## src/rtl/biquad_seq_if.sv

```systemverilog
`default_nettype none
// +----------------------------------------------------------------------------+
// | biquad_seq_if : start/control bundle between biquad sequencer and datapath |
// | Rev 1.0                                                                    |
// +----------------------------------------------------------------------------+
interface biquad_seq_if;
  logic       start;
  logic       clr_ovr;
  logic [2:0] controlS;
  logic [1:0] controlC;
  logic [2:0] controlZ;
  logic       en_acum1;
  logic       en_acum2;
  logic       en_acum3;
  logic       en_fk;
  logic       en_yk;
  logic       en_shift;
  logic       busy;
  logic       done;
  logic       overrun;

  modport master (
    input  start, clr_ovr,
    output controlS, controlC, controlZ,
    output en_acum1, en_acum2, en_acum3, en_fk, en_yk, en_shift,
    output busy, done, overrun
  );

  modport slave (
    output start, clr_ovr,
    input  controlS, controlC, controlZ,
    input  en_acum1, en_acum2, en_acum3, en_fk, en_yk, en_shift,
    input  busy, done, overrun
  );
endinterface
`default_nettype wire

```

## src/rtl/biquad_seq.sv

```systemverilog
`default_nettype none
// +----------------------------------------------------------------------------+
// | biquad_seq : operand-mux and enable sequencer for a DF-II biquad datapath  |
// | Rev 1.0                                                                    |
// +----------------------------------------------------------------------------+
module biquad_seq #(
  parameter int MUL_LAT = 0
) (
  input  logic         clk,
  input  logic         reset_n,
  biquad_seq_if.master bus
);

  localparam int CNT_W = (MUL_LAT < 1) ? 1 : $clog2(MUL_LAT + 1);
  localparam logic [CNT_W-1:0] CNT_LAST = CNT_W'(MUL_LAT);

  // MAC states are consecutive codes so the sequence advances by increment
  localparam logic [2:0] ST_IDLE  = 3'd0;
  localparam logic [2:0] ST_A1    = 3'd1;
  localparam logic [2:0] ST_A2    = 3'd2;
  localparam logic [2:0] ST_B0    = 3'd3;
  localparam logic [2:0] ST_B1    = 3'd4;
  localparam logic [2:0] ST_B2    = 3'd5;
  localparam logic [2:0] ST_SHIFT = 3'd6;
  localparam logic [2:0] ST_DONE  = 3'd7;

  logic [2:0]       state_q, state_d;
  logic [CNT_W-1:0] cnt_q, cnt_d;
  logic             overrun_q, overrun_d;
  logic             mac_last;

  assign mac_last = (cnt_q == CNT_LAST);

  always_ff @(posedge clk or negedge reset_n) begin
    if (!reset_n) begin
      state_q   <= ST_IDLE;
      cnt_q     <= '0;
      overrun_q <= 1'b0;
    end else begin
      state_q   <= state_d;
      cnt_q     <= cnt_d;
      overrun_q <= overrun_d;
    end
  end

  always_comb begin
    state_d = state_q;
    cnt_d   = '0;
    case (state_q)
      ST_IDLE:  if (bus.start) state_d = ST_A1;
      ST_A1, ST_A2, ST_B0, ST_B1, ST_B2: begin
        if (mac_last) state_d = state_q + 3'd1;
        else          cnt_d   = cnt_q + 1'b1;
      end
      ST_SHIFT: state_d = ST_DONE;
      ST_DONE:  state_d = bus.start ? ST_A1 : ST_IDLE;
      default:  state_d = ST_IDLE;
    endcase
    // a start accepted in DONE is a legal back-to-back request, not an overrun
    overrun_d = (bus.start && (state_q != ST_IDLE) && (state_q != ST_DONE))
                || (overrun_q && !bus.clr_ovr);
  end

  always_comb begin
    bus.controlS = 3'b000;
    bus.controlC = 2'b00;
    bus.controlZ = 3'b000;
    bus.en_acum1 = 1'b0;
    bus.en_acum2 = 1'b0;
    bus.en_acum3 = 1'b0;
    bus.en_fk    = 1'b0;
    bus.en_yk    = 1'b0;
    bus.en_shift = 1'b0;
    bus.busy     = (state_q != ST_IDLE);
    bus.done     = (state_q == ST_DONE);
    bus.overrun  = overrun_q;
    case (state_q)
      ST_A1: begin
        bus.controlS = 3'b001; bus.controlC = 2'b01; bus.controlZ = 3'b001;
        bus.en_acum1 = mac_last;
      end
      ST_A2: begin
        bus.controlS = 3'b010; bus.controlC = 2'b10; bus.controlZ = 3'b011;
        bus.en_acum2 = mac_last;
        bus.en_fk    = mac_last;
      end
      ST_B0: begin
        bus.controlS = 3'b011; bus.controlC = 2'b11; bus.controlZ = 3'b000;
        bus.en_acum3 = mac_last;
      end
      ST_B1: begin
        bus.controlS = 3'b100; bus.controlC = 2'b01; bus.controlZ = 3'b101;
        bus.en_acum1 = mac_last;
      end
      ST_B2: begin
        bus.controlS = 3'b101; bus.controlC = 2'b10; bus.controlZ = 3'b011;
        bus.en_yk    = mac_last;
        bus.en_acum2 = mac_last;
      end
      ST_SHIFT: bus.en_shift = 1'b1;
      default: ;
    endcase
  end

endmodule
`default_nettype wire

```

## src/flat_wrapper.sv

```systemverilog
// flat-port wrapper written by rule: the top's interface ports become plain ports
module biquad_seq_flat 
#(
  parameter int MUL_LAT = 0
)
  (clk, reset_n, bus_start, bus_clr_ovr, bus_controlS, bus_controlC, bus_controlZ, bus_en_acum1, bus_en_acum2, bus_en_acum3, bus_en_fk, bus_en_yk, bus_en_shift, bus_busy, bus_done, bus_overrun);
  biquad_seq_if bus_i ();
  input  logic clk;
  input  logic reset_n;
  input wire logic [$bits(bus_i.start)-1:0] bus_start;
  input wire logic [$bits(bus_i.clr_ovr)-1:0] bus_clr_ovr;
  output wire logic [$bits(bus_i.controlS)-1:0] bus_controlS;
  output wire logic [$bits(bus_i.controlC)-1:0] bus_controlC;
  output wire logic [$bits(bus_i.controlZ)-1:0] bus_controlZ;
  output wire logic [$bits(bus_i.en_acum1)-1:0] bus_en_acum1;
  output wire logic [$bits(bus_i.en_acum2)-1:0] bus_en_acum2;
  output wire logic [$bits(bus_i.en_acum3)-1:0] bus_en_acum3;
  output wire logic [$bits(bus_i.en_fk)-1:0] bus_en_fk;
  output wire logic [$bits(bus_i.en_yk)-1:0] bus_en_yk;
  output wire logic [$bits(bus_i.en_shift)-1:0] bus_en_shift;
  output wire logic [$bits(bus_i.busy)-1:0] bus_busy;
  output wire logic [$bits(bus_i.done)-1:0] bus_done;
  output wire logic [$bits(bus_i.overrun)-1:0] bus_overrun;
  assign bus_i.start = bus_start;
  assign bus_i.clr_ovr = bus_clr_ovr;
  assign bus_controlS = bus_i.controlS;
  assign bus_controlC = bus_i.controlC;
  assign bus_controlZ = bus_i.controlZ;
  assign bus_en_acum1 = bus_i.en_acum1;
  assign bus_en_acum2 = bus_i.en_acum2;
  assign bus_en_acum3 = bus_i.en_acum3;
  assign bus_en_fk = bus_i.en_fk;
  assign bus_en_yk = bus_i.en_yk;
  assign bus_en_shift = bus_i.en_shift;
  assign bus_busy = bus_i.busy;
  assign bus_done = bus_i.done;
  assign bus_overrun = bus_i.overrun;
  biquad_seq #(.MUL_LAT(MUL_LAT)) u_core (.clk(clk), .reset_n(reset_n), .bus(bus_i));
endmodule
```

## config.mk

```make
export PLATFORM = sky130hd
export DESIGN_NAME = biquad_seq_flat
export DESIGN_NICKNAME = d
export VERILOG_FILES = /design/src/rtl/biquad_seq_if.sv /design/src/rtl/biquad_seq.sv /design/src/flat_wrapper.sv
export SDC_FILE = /design/constraint.sdc
export NUM_CORES = 1
export LEC_CHECK = 0
export CORE_AREA = 2 2 39 41
export DETAILED_ROUTE_END_ITERATION = 12
export DIE_AREA = 0 0 41 43
export PLACE_DENSITY = 0.62
export SYNTH_ARGS = -nofsm -noshare
export SYNTH_HDL_FRONTEND = slang
export SYNTH_SLANG_ARGS = --single-unit
```

## constraint.sdc

```tcl
create_clock -name clk -period 1.9 [get_ports clk]
set_clock_uncertainty 0.1 [all_clocks]
set_input_delay 0.19 -clock clk [delete_from_list [all_inputs] [get_ports clk]]
set_output_delay 0.19 -clock clk [all_outputs]
set_load 0.01 [all_outputs]
```

==> impl_metrics.ini <==
[status]
status = complete, no violations

[cts]
insertion_delay_ns = 0.23
cts-buffers-inserted = 3
clockRootBuffer = clkbuf_4
cts_max_path_buffers = 2
tritoncts = built
clkTransAtPathRegs_ns = 0.04
cts-hold-fix-buffers = 0
h-tree-depth = 1
clock-sinks = 4

[synth]
synth-seq-area-share_pct = 24.5
yosys.cell_count.top_type = inv_1
syn_area_per_cell_sq_um = 8.16
ys.flop_type = dfrtp_1
synthArstFlopShare_pct = 100
ys_warn_count = 0
synth_common_cells = inv_1 (8), nand2_1 (7), ha_1 (6)
syn_inst = 50
netlist_area_sq_um = 408
synth_top_area_share_pct = 24.5
synth_nets = 60
synth_top_area_cell = dfrtp_1
synth.distinct_cells = 25
ys_top_cells_by_area = dfrtp_1 (25%), ha_1 (18%), inv_1 (7.4%)
synth_edf_count = 0
synth-seq-cells = 4

[worst_setup_path]
cpPeakStageDelay_ns = 0.42
required_ns = 1.91
crit_path_cell_trace = ha_2 > ha_4 > buf_6 > nor4_4 > o21ai_1 > mux2_2
worstSetupEndpointType = flop
crit_fanout = 5
worstPathArrival_ns = 1.85
path_buf_inv = 1
critPathTopFamily = flip-flops
critPathKind = flop to flop
critPathSlowestCell = dfrtp_1
start_kind = flop

[placed_design]
hpwl_um = 852
dpl_cell_area_sq_um = 726
io_buffers = 20
gp_congestion = 0.860

[timing]
setup_violations = 0
rsz0062_at_grt = true
layout_worst_path_cycle_share_pct = 96.8
slew_viol_final = 0
finalHoldViolCount = 0
period_needed_ns = 1.84
tightest_slew_ns = 0.306
fmax_ghz = 0.544
slew_headroom_pct = 79.5

[route]
initialDrtViolationCount = 4
wl_um = 1050
drtPass1Iterations = 4
vias_per_cell = 4.48
via_count = 466
wire_per_inst_um = 10.1
drc = 0
antenna_left = 0

[floorplan]
die_w_um = 41
die_h_um = 43
start_util_pct = 29.5
io-pin-count = 21
dieArea_sq_mm = 0.00176
design.core.area_sq_mm = 0.00138
row_count = 14

[finish]
nets = 100
multi_input_comb_area_sq_um = 302
fin_area_sq_um = 797
num_antenna_cells = 0
final_util_pct = 57.6
area_growth_pct = 95.4
drive_gt1_share_pct = 43.2
seq_area_sq_um = 100
n_fill_cell = 136

[global_route]
grt.total_usage_pct = 13.7
overflow = 0
grt_pass1_vias = 425
grt_max_degree = 7
grt_antenna_before_repair = 0
grt_pass1_wl_um = 1610

[run]
maxCapViolations = 0

[hold_path]
holdCritPathClass = input pin to async pin

[pwr]
vdd_drop_max_mv = 0.878
power_density_mw_per_mm2 = 1770
leakage_nw = 0.447
## through the flow
step           worst slack (ns)  std cells  TNS (ns)  total power [mW]  hold slack, ns
2_1_floorplan            0.0822         50         0             0.674          -0.206
3_3_place_gp             -0.133         99    -0.393              1.23           0.301
3_5_place_dp             -0.149         99    -0.457              1.24           0.298
4_1_cts                 -0.0604        102   -0.0604              1.23          0.0524
5_1_grt                 -0.0173        104   -0.0173              1.55          0.0627
6_report                 0.0608        104         0              1.41          0.0576
## cells by family after synthesis
family	share of synthesized area [%]
simple gates	32.2
flops	24.5
mux	2.76
buf+inv	11.7
fa+ha+maj	18.4
compound gates	10.4
## final timing paths
check / start / end / slack (ns) / cells after the start
worst min register to register: u_core.bus.overrun / u_core.bus.overrun / 0.44 / 2
min in group clk: bus_clr_ovr / u_core.bus.overrun / 0.43 / 2
worst max-delay path: u_core.state_q[1] / u_core.state_q[1] / 0.06 / 6
worst max register to register: u_core.state_q[1] / u_core.state_q[1] / 0.06 / 6
worst min-delay path: reset_n / u_core.state_q[2] / 0.06 / 1
max in group asynchronous: reset_n / u_core.state_q[0] / 1.49 / 1
## layout by cell type, fill, tap and decap left out
| cell | netlist | final |
|---|---|---|
| clkbuf_4 | 0 | 3 |
| or3_4 | 0 | 1 |
| nand2_2 | 0 | 1 |
| nor2_1 | 2 | 2 |
| inv_4 | 1 | 1 |
| mux2_2 | 1 | 1 |
| buf_6 | 0 | 5 |
| o211ai_1 | 1 | 1 |
| o21ai_1 | 1 | 2 |
| nand2b_1 | 1 | 1 |
| nand2_1 | 7 | 6 |
| or2_4 | 0 | 2 |
| ha_4 | 0 | 2 |
| inv_2 | 1 | 3 |
| a211oi_1 | 1 | 1 |
| nand3b_1 | 1 | 1 |
| nand4_1 | 1 | 1 |
| ha_1 | 6 | 2 |
| buf_4 | 1 | 14 |
| nor4_1 | 1 | 1 |
| clkdlybuf4s15_1 | 0 | 1 |
| o21ai_0 | 2 | 1 |
| ha_2 | 0 | 2 |
| clkdlybuf4s50_1 | 0 | 4 |
| dlygate4sd2_1 | 0 | 11 |
| buf_2 | 0 | 1 |
| nand3_1 | 2 | 2 |
| nor4b_1 | 1 | 1 |
| dfrtp_1 | 4 | 4 |
| o21a_1 | 1 | 1 |
| inv_1 | 8 | 6 |
| nand2_4 | 1 | 1 |
| nor4_4 | 1 | 1 |
| a21oi_1 | 1 | 1 |
## report_power, final
group	internal (mW)	switching (mW)	total, mW
Clock	0.0703	0.0300	0.100
Sequential	0.124	0.0379	0.162
Combinational	0.650	0.495	1.14
## repair_timing
action / 4_1_cts / 5_1_grt
pin swaps: 0 / 3
gates resized for setup: 34 / 13
setup buffers: 0 / 2
endpoints found under the setup margin: 17 / 7
## sequential cells by signal (all words and copies together) (netlist names)
register            cells
u_core.state_q          3
u_core.bus.overrun      1
## worst reg2reg max path: stages (launching register included)
cell and delay [ns]:
dfrtp_1 0.42, ha_2 0.23, ha_4 0.16, buf_6 0.12, nor4_4 0.34, o21ai_1 0.09, mux2_2 0.26
## routing by layer
| layer | vias up | share of wire [%] | track usage (%) |
|---|---|---|---|
| li1 | 242 | - | - |
| met2 | 17 | 55 | 24.1 |
| met3 | 0 | 5.9 | 3.14 |
| met1 | 207 | 39 | 13.4 |
| met5 | - | 0 | 0 |
| met4 | 0 | 0 | 8.00 |
## cell type report
| cell class | count | area share (%) |
|---|---|---|
| repair buffers | 36 | 39.2 |
| multi-input cells | 35 | 37.8 |
| flip-flops and latches | 4 | 12.6 |
| inverters | 10 | 5.02 |
| clock buffers | 3 | 2.83 |
| well taps | 16 | 2.51 |
Power figures use the tool's default switching activity.
==> variant, RTL diff (config.mk and constraints unchanged) <==
Make the reset (`reset_n`) synchronous in one clocked block.
--- a/src/rtl/biquad_seq.sv
+++ b/src/rtl/biquad_seq.sv
@@ -31,7 +31,7 @@
 
   assign mac_last = (cnt_q == CNT_LAST);
 
-  always_ff @(posedge clk or negedge reset_n) begin
+  always_ff @(posedge clk) begin
     if (!reset_n) begin
       state_q   <= ST_IDLE;
       cnt_q     <= '0;
Behaviour: differs if reset_n is asserted again (counterexample within 4 cycles, from zero or initial values and one cycle with reset_n low); with reset_n held inactive, the same outputs for 10 cycles.
==> variant against the original RTL <==
  * Total power is 27% lower
  * Worst hold slack better by 310 ps
  * Synthesized area is 14% higher
  * Synthesized cell count is 24% higher
  * Global-route usage is 3.8 points higher
  * Combinational power is 34% lower
  * Sequential cell count is 1 higher
  * Critical path depth stayed put
  * Design area is 6.9% higher
  * Fmax is 0.50% lower
  * Worst setup slack worse by 9.3 ps
  * Routed wire length is 24% higher
  * Sequential share of layout area is 0.22 points lower
  * Largest cell class is now multi-input combinational cells
==> variant: results (changes against the original RTL) <==
{| class="wikitable"
! Metric !! Value
|-
| Outcome || finished, final reports clean
|-
| Clk pin slew, worst setup/hold paths || 40 ps (about the same)
|-
| Number of nets in the synthesized netlist || 72 (+20%)
|-
| Post-layout net count || 110 (+10%)
|-
| Total global routing track utilization || 17.6% (+3.8 points)
|-
| Biggest fanout along the worst timing path || 3 (-2)
|-
| LEAKAGE || 0.465 nW (+4.0%)
|-
| Startpoint of the worst-slack reg-to-reg timing path || u_core.state_q[1]$_SDFFE_PN0P_
|-
| Register bank with the most flops || u_core.state_q
|-
| Drt pass-1 iters || 4 (unchanged)
|-
| Via density || 4.74 (+5.8%)
|-
| Worst-path cell with the longest stage delay || dfxtp_4
|-
| Placed instance area || 772 um^2 (+6.4%)
|-
| Post-synth ARST share || 0% (-100 points)
|-
| Synth cell types || 25 (unchanged)
|-
| Sum of net half-perimeters after detailed placement || 989 um (+16%)
|-
| Met2 usage in global routing || 29.4% (+5.3 points)
|-
| Hold/Removal Path Class || flop to flop
|-
| Number of hold violations in the final report || 0 (unchanged)
|-
| CTS H-tree depth || 1 (unchanged)
|-
| Global placer's final weighted congestion || 0.769 (-11%)
|-
| Period minus WS final || 1850 ps (+9.31 ps)
|-
| Worst Setup Slack post-DPL || -104 ps (+45.4 ps)
|-
| Via count of the first global-routing pass || 484 (+14%)
|-
| Minimum setup slack among reg-to-reg paths || 90 ps (+30 ps)
|-
| IO Port Bufs || 20 (unchanged)
|-
| FF-to-FF End || u_core.state_q[0]$_SDFFE_PN0P_
|-
| Crit path from || u_core.state_q[0]$_SDFFE_PN0P_
|-
| Diodes inserted || 0 (unchanged)
|-
| Net switching power of the design || 0.415 mW (-26%)
|-
| Top cells by instance count after synthesis || nor2_1, nand2_1, ha_1
|-
| Clk buf depth || 2 (unchanged)
|-
| Root cell of the clock tree || clkbuf_4
|-
| Seq/Total Area, Yosys || 21.5% (-3.0 points)
|-
| Endpoint of the worst setup timing path || bus_controlC[1]
|-
| Peak supply drop || 0.626 mV (-29%)
|-
| Ratio of cells with drive above 1 in the final layout || 35.4% (-7.8 points)
|-
| Number of DRC markers after the initial detailed-route iteration || 6 (+2)
|-
| Post-synth top flop || dfxtp_1
|-
| Pin count of the biggest net entering global routing || 11 (+4)
|-
| Warnings, synthesis || 0 (unchanged)
|-
| Cell types with the largest area share after synthesis || dfxtp_1, ha_1, nor2_1
|-
| Insertion delay of the later-clocked pin in the worst-skew pair || 250 ps (+20 ps)
|-
| Depth of the most critical reg-to-reg path || 7 (+1)
|-
| Worst EP arrival || 1560 ps (-290 ps)
|-
| Met1 Track Usage GR || 17.4% (+3.9 points)
|-
| Max reg flops || 3 (unchanged)
|-
| Routed WL per cell || 11.3 um (+12%)
|-
| Critical path's largest stage delay || 340 ps (-80 ps)
|-
| Number of antenna violations at the first check in global routing || 0 (unchanged)
|-
| Met3 global-route usage || 7.85% (+4.7 points)
|-
| Cts bufs inserted || 3 (unchanged)
|-
| Global-route wire length before repair || 2.05 mm (+27%)
|}
-- variant: cell count changes in the layout (fill, tap and decap cells not counted), moves of 3 or more --
cell and delta:
dfxtp_1 +3, inv_2 -3, a21oi_1 +3, dfrtp_1 -4, nor2_1 +7, buf_6 -5
-- variant: logic make-up after synthesis --
| family | share of synthesized area, % |
|---|---|
| compound gates | 18.0 |
| xor+xnor | 1.88 |
| fa+ha+maj | 16.1 |
| buf+inv | 4.84 |
| flops | 21.5 |
| other cells | 0.806 |
| simple gates | 36.8 |
-- variant: cell type report --
class | count | area, um^2
fill | 138 | 532
sequential | 5 | 105
inverter | 5 | 18.8
timing repair buffer | 34 | 283
multi-input combinational | 51 | 399
tap | 16 | 20.0
clock buffer | 4 | 26.3
-- variant: metrics by stage --
stage,cells,TNS (ps),util (%)
6_report,115,0,61.6
5_1_grt,115,-27.8,61.6
4_1_cts,113,-262,58.8
3_5_place_dp,109,-208,55.8
3_3_place_gp,109,-126,55.8
2_1_floorplan,62,0,-
-- variant: worst max-delay path, delay by kind of cell (launching register included) --
kind	cells	cell delay (ps)
buf+inv	2	180
fa+ha+maj	1	190
flops	1	340
simple gates	3	590
-- variant: power by group through the flow --
stage          combinational, mW  sequential, mW  clock (mW)
2_1_floorplan              0.388           0.154           0
5_1_grt                    0.829           0.162       0.135
4_1_cts                    0.710           0.158       0.128
6_report                   0.750           0.159       0.125
3_5_place_dp               0.748           0.155           0
3_3_place_gp               0.746           0.153           0
-- variant: timing repair --
action                                  CTS  global route
hold buffers                              0             0
endpoints found under the setup margin   16             6
resized for setup                        32             8
gates cloned                              0             0
pin swaps                                 1             1
setup buffers                             0             2
-- variant: worst min-delay path by stage --
| stage | start | endpoint | slack (ps) | depth (start not counted) |
|---|---|---|---|---|
| 2_1_floorplan | reset_n | u_core.state_q[2]$_SDFFE_PN0P_ | 210 | 1 |
| 3_3_place_gp | u_core.bus.overrun$_SDFF_PN0_ | u_core.bus.overrun$_SDFF_PN0_ | 360 | 2 |
| 3_5_place_dp | u_core.bus.overrun$_SDFF_PN0_ | u_core.bus.overrun$_SDFF_PN0_ | 360 | 2 |
| 4_1_cts | u_core.bus.overrun$_SDFF_PN0_ | u_core.bus.overrun$_SDFF_PN0_ | 370 | 2 |
| 5_1_grt | u_core.bus.overrun$_SDFF_PN0_ | u_core.bus.overrun$_SDFF_PN0_ | 400 | 2 |
| 6_report | u_core.bus.overrun$_SDFF_PN0_ | u_core.bus.overrun$_SDFF_PN0_ | 370 | 2 |
-- variant: metal layers --
layer	share of wire (%)	routed length, um
met4	1.4	18
met1	38	499
met3	6.1	79
met2	54	705
met5	0	0
